## config.mk

```make
export PLATFORM = sky130hd
export DESIGN_NAME = fetch_sequencer
export DESIGN_NICKNAME = d
export VERILOG_FILES = /design/src/rtl/fetch_sequencer.sv
export SDC_FILE = /design/constraint.sdc
export NUM_CORES = 1
export LEC_CHECK = 0
export ABC_AREA = 0
export CORE_MARGIN = 2
export CORE_UTILIZATION = 40
export CTS_CLUSTER_SIZE = 25
export DETAILED_ROUTE_END_ITERATION = 16
export GPL_ROUTABILITY_DRIVEN = 0
export GPL_TIMING_DRIVEN = 0
export PLACE_DENSITY = 0.73
export SYNTH_ARGS = -nofsm -noshare
export SYNTH_HDL_FRONTEND = slang
export SYNTH_SLANG_ARGS = --single-unit
```

## constraint.sdc

```tcl
create_clock -name clock -period 3.2 [get_ports clock]
set_clock_uncertainty 0.1 [all_clocks]
set_input_delay 0.64 -clock clock [delete_from_list [all_inputs] [get_ports clock]]
set_output_delay 0.64 -clock clock [all_outputs]
set_load 0.01 [all_outputs]
```

## src/rtl/fetch_sequencer.sv

```systemverilog
// rtl/fetch_sequencer.sv - instruction fetch sequencer with redirect/flush handling
module fetch_sequencer #(
    parameter logic [31:0] RESET_ADDR = 32'h00003000,
    parameter logic [31:0] EXC_ADDR   = 32'h00004180
) (
    input  logic        clock,
    input  logic        reset,
    output logic        imem_req,
    output logic [29:0] imem_addr,
    input  logic        imem_ready,
    input  logic [31:0] imem_rdata,
    output logic        inst_valid,
    output logic [31:0] inst_data,
    output logic [29:0] inst_pc,
    input  logic        inst_ready,
    input  logic        redirect_valid,
    input  logic [29:0] redirect_target,
    input  logic        exception,
    output logic [31:0] fetch_count
);

    localparam logic [29:0] RESET_PC = RESET_ADDR[31:2];
    localparam logic [29:0] EXC_PC   = EXC_ADDR[31:2];

    typedef enum logic [1:0] {BOOT, REQ, WAIT, HOLD} state_t;

    state_t      state_q, state_d;
    logic [29:0] pc_q, pc_d;
    logic        pend_q, pend_d;
    logic        pend_exc_q, pend_exc_d;
    logic [29:0] tgt_q, tgt_d;
    logic [31:0] inst_data_q, inst_data_d;
    logic [31:0] fetch_count_q, fetch_count_d;

    logic        redir;
    logic [29:0] redir_tgt;
    logic        handshake;
    logic        capture;

    always_comb begin
        state_d       = state_q;
        pc_d          = pc_q;
        pend_d        = pend_q;
        pend_exc_d    = pend_exc_q;
        tgt_d         = tgt_q;
        inst_data_d   = inst_data_q;
        fetch_count_d = fetch_count_q;

        redir     = exception | redirect_valid;
        redir_tgt = exception ? EXC_PC : redirect_target;
        handshake = (state_q == HOLD) & inst_ready;
        // A response is outstanding in REQ and in WAIT until imem_ready arrives
        capture   = (state_q == REQ) | ((state_q == WAIT) & ~imem_ready);

        if (handshake) begin
            fetch_count_d = fetch_count_q + 32'd1;
        end

        if (capture) begin
            if (exception) begin
                pend_d     = 1'b1;
                pend_exc_d = 1'b1;
                tgt_d      = EXC_PC;
            end else if (redirect_valid && !(pend_q && pend_exc_q)) begin
                pend_d     = 1'b1;
                pend_exc_d = 1'b0;
                tgt_d      = redirect_target;
            end
        end

        case (state_q)
            BOOT: begin
                if (redir) begin
                    pc_d = redir_tgt;
                end
                state_d = REQ;
            end
            REQ: begin
                state_d = WAIT;
            end
            WAIT: begin
                if (imem_ready) begin
                    if (redir) begin
                        pc_d    = redir_tgt;
                        pend_d  = 1'b0;
                        state_d = REQ;
                    end else if (pend_q) begin
                        pc_d    = tgt_q;
                        pend_d  = 1'b0;
                        state_d = REQ;
                    end else begin
                        inst_data_d = imem_rdata;
                        state_d     = HOLD;
                    end
                end
            end
            HOLD: begin
                if (redir) begin
                    pc_d    = redir_tgt;
                    state_d = REQ;
                end else if (handshake) begin
                    pc_d    = pc_q + 30'd1;
                    state_d = REQ;
                end
            end
            default: state_d = BOOT;
        endcase
    end

    always_ff @(posedge clock or negedge reset) begin
        if (!reset) begin
            state_q       <= BOOT;
            pc_q          <= RESET_PC;
            pend_q        <= 1'b0;
            pend_exc_q    <= 1'b0;
            tgt_q         <= '0;
            inst_data_q   <= '0;
            fetch_count_q <= '0;
        end else begin
            state_q       <= state_d;
            pc_q          <= pc_d;
            pend_q        <= pend_d;
            pend_exc_q    <= pend_exc_d;
            tgt_q         <= tgt_d;
            inst_data_q   <= inst_data_d;
            fetch_count_q <= fetch_count_d;
        end
    end

    assign imem_req    = (state_q == REQ);
    assign imem_addr   = pc_q;
    assign inst_valid  = (state_q == HOLD);
    assign inst_data   = inst_data_q;
    assign inst_pc     = pc_q;
    assign fetch_count = fetch_count_q;

endmodule

```

==> flow_summary.toml <==
[floorplan]
coreArea_mm2 = 0.0165
start_util_pct = 40.8
die_width_um = 134
dieArea_mm2 = 0.0179
die_h_um = 134
row_count = 47
io_pins = 194

[detailed_routing]
wire_per_inst_um = 17.5
vias = 6226
routed-wl-met3_um = 1740
final_antenna_net_count = 0
m1WireLength_um = 8310
viasPerCell = 5.45
drc = 0
wl_met2_um = 9560
top_layer_used = "met4"
drt_iter0_drc = 522
dr.pass1.iters = 5
wirelength_um = 20000

[synth]
synth_cells = 698
synthTopCellsByArea = "dfrtp_1 47%, mux2_2 6.8%, nand2_1 5.1%"
ys_ff_latch = 128
syn_avg_cell_area_um2 = 9.66
ys.flop_type = "dfrtp_1"
synth_top_area_share_pct = 46.8
yosysSeqAreaShare_pct = 47.5
ys_types = 63
synth_edf_count = 0
synth_fp_nets = 773
synthesis.area_mm2 = 0.00674
async_flop_share_pct = 100
yosys_warnings = 0
yosysTopAreaCell = "dfrtp_1"

[pwr]
peakVddDrop_uv = 462
p_leak_uw = 0.00411
powerDensity_mw_per_mm2 = 813

[finish]
stdcell_count = 1142
area_delta_synth_final_pct = 42.5
antenna-diode-count = 0
final_common_cell = "clkdlybuf4s50_1"
fin_nets = 984
layout_common_cells = "190 x clkdlybuf4s50_1, 126 x dfrtp_1, 91 x nand2_1"
layout-drive-gt1-share_pct = 14.3
fillCellCount = 1443

[timing]
period_share_pct = 91.9
hold_viol = 0
rsz0062_at_grt = "false"
slew_violations = 0
worst_slew_pin_slew_ns = 0.950
fmax_mhz = 340
setup_slack_ns = 0.258
fin_crit_ns = 2.94
finalSetupViolCount = 0
relSlewSlack_pct = 36.5

[grt]
grt_max_degree = 92
grt_pass1_vias = 6023
antenna_found_initial = 0
grt_pass1_wl_um = 31600
track_usage_pct = 22.5
grt-ovfl-total = 0

[worst_setup_path]
worstPathArrival_ns = 3.13
crit_slowest_cell = "clkbuf_1"
max_stage_delay_ns = 0.49
cp.required_ns = 3.38
path_class = "reg -> reg"
cp-start-kind = "register"
crit_buf_inv = 2
cpLargestDelayFamily = "buffers and inverters"
cp-end-kind = "register"
critPathMaxFanout = 10
crit_path_cell_trace = "ha_1 > clkbuf_1 > nor2_1 > nor2_1 > clkbuf_1 > o2bb2ai_1 > a21oi_1 > o221ai_1"

[placed_design]
place_ws_ns = 0.184
io_buffers = 191
dp_hpwl_um = 14300
dp.cells = 1110

[clock_network]
clock_path_buffers = 2
cts_setup_buffers = 0
clkTransAtPathRegs_ns = 0.06
cts_root_buffer = "clkbuf_16"
cts_resized = 0
cts.htree.levels = 4
hold_buffers = 0
cts_buffers = 17
cts_tree = "yes"
clock_sinks = 128
clk_latency_ns = 0.43

[flow_run]
maxCapViolations = 0

[status]
status = "completed"

[hold_path]
hp-class = "in -> async"
[Yosys cell counts, types with 4 or more instances]
| cell | count |
|---|---|
| a211oi_1 | 4 |
| a21oi_1 | 19 |
| a221oi_1 | 6 |
| a22o_1 | 6 |
| a22oi_1 | 8 |
| a31oi_1 | 5 |
| and2_1 | 4 |
| and3_1 | 9 |
| buf_2 | 9 |
| buf_4 | 35 |
| clkbuf_1 | 19 |
| dfrtp_1 | 126 |
| ha_1 | 7 |
| inv_1 | 12 |
| mux2_2 | 41 |
| nand2_1 | 91 |
| nand2b_1 | 5 |
| nand3_1 | 37 |
| nand4_1 | 16 |
| nor2_1 | 56 |
| nor2b_1 | 9 |
| nor3_1 | 13 |
| o21ai_0 | 57 |
| o2bb2ai_1 | 6 |
| o31ai_1 | 4 |
| or4_1 | 4 |
| xnor2_1 | 25 |
| xor2_1 | 9 |
[routing by layer]
layer,GRT usage [%],vias to the layer above
met5,0,-
met4,8.22,0
met3,6.39,40
met2,35.4,279
met1,29.8,3030
li1,-,2877
[cells by family (layout without fill, tap and decap cells)]
logic type | count (synthesis) | after routing | synth area share, %
multiplexers | 44 | 44 | 7.31
AO/OA/AOI/OAI | 144 | 144 | 14.0
buffers and inverters | 80 | 304 | 6.59
flip-flops | 128 | 128 | 47.5
AND/OR/NAND/NOR | 261 | 261 | 18.9
XOR/XNOR | 34 | 34 | 4.42
adder cells (fa/ha/maj) | 7 | 7 | 1.30
[worst reg2reg max path, delay by kind of cell (launching register included)]
kind                     cells  cell delay [ns]
buffers and inverters        2             0.91
AND/OR/NAND/NOR              2             0.64
AO/OA/AOI/OAI                3             0.47
flip-flops                   1             0.41
adder cells (fa/ha/maj)      1             0.27
[power breakdown]
part           switching [µW]  internal (µW)
sequential                498           2100
clock                     752           1370
combinational            1470           1630
total                    2720           5090
[per-stage QoR]
stage	cell area (µm²)	hold slack (ns)	total power, µW	setup TNS (ns)	utilization, %
global route	9610	0.0205	8230	0	58.1
finish	9610	0.00614	7810	0	58.1
global placement	8930	0.358	5620	-492.39	54.0
detailed placement	8960	0.368	5690	0	54.2
floorplan	6740	0.244	4090	0	-
CTS	9610	0.0184	7830	0	58.1
[flip-flops by register name, summed over array words and instances (netlist names)]
name / cells
imem_addr: 30
pend_q: 1
tgt_q: 30
inst_data: 32
state_q: 2
fetch_count: 32
pend_exc_q: 1
[final cells by class]
type | instances | area, µm² | area share [%]
Sequential cell | 128 | 3210 | 33.4
Multi-Input combinational cell | 490 | 3090 | 32.2
Timing Repair Buffer | 192 | 1940 | 20.2
Clock buffer | 20 | 467 | 4.86
Buffer | 67 | 395 | 4.12
Tap cell | 220 | 275 | 2.86
Clock inverter | 12 | 181 | 1.89
Inverter | 13 | 48.8 | 0.508
[path summary, 6_finish.rpt]
| check | from | endpoint | slack [ns] | depth (start not counted) |
|---|---|---|---|---|
| max | state_q[0] | imem_addr[20] | 0.26 | 8 |
| min | reset | fetch_count[31] | 0.006 | 1 |
| max reg2reg | state_q[0] | imem_addr[20] | 0.26 | 8 |
| min reg2reg | tgt_q[12] | tgt_q[12] | 0.38 | 2 |
| max in group asynchronous | reset | imem_addr[10] | 2.21 | 2 |
| min in group clock | tgt_q[12] | tgt_q[12] | 0.38 | 2 |
No activity file was read; power rests on OpenSTA's default activity.
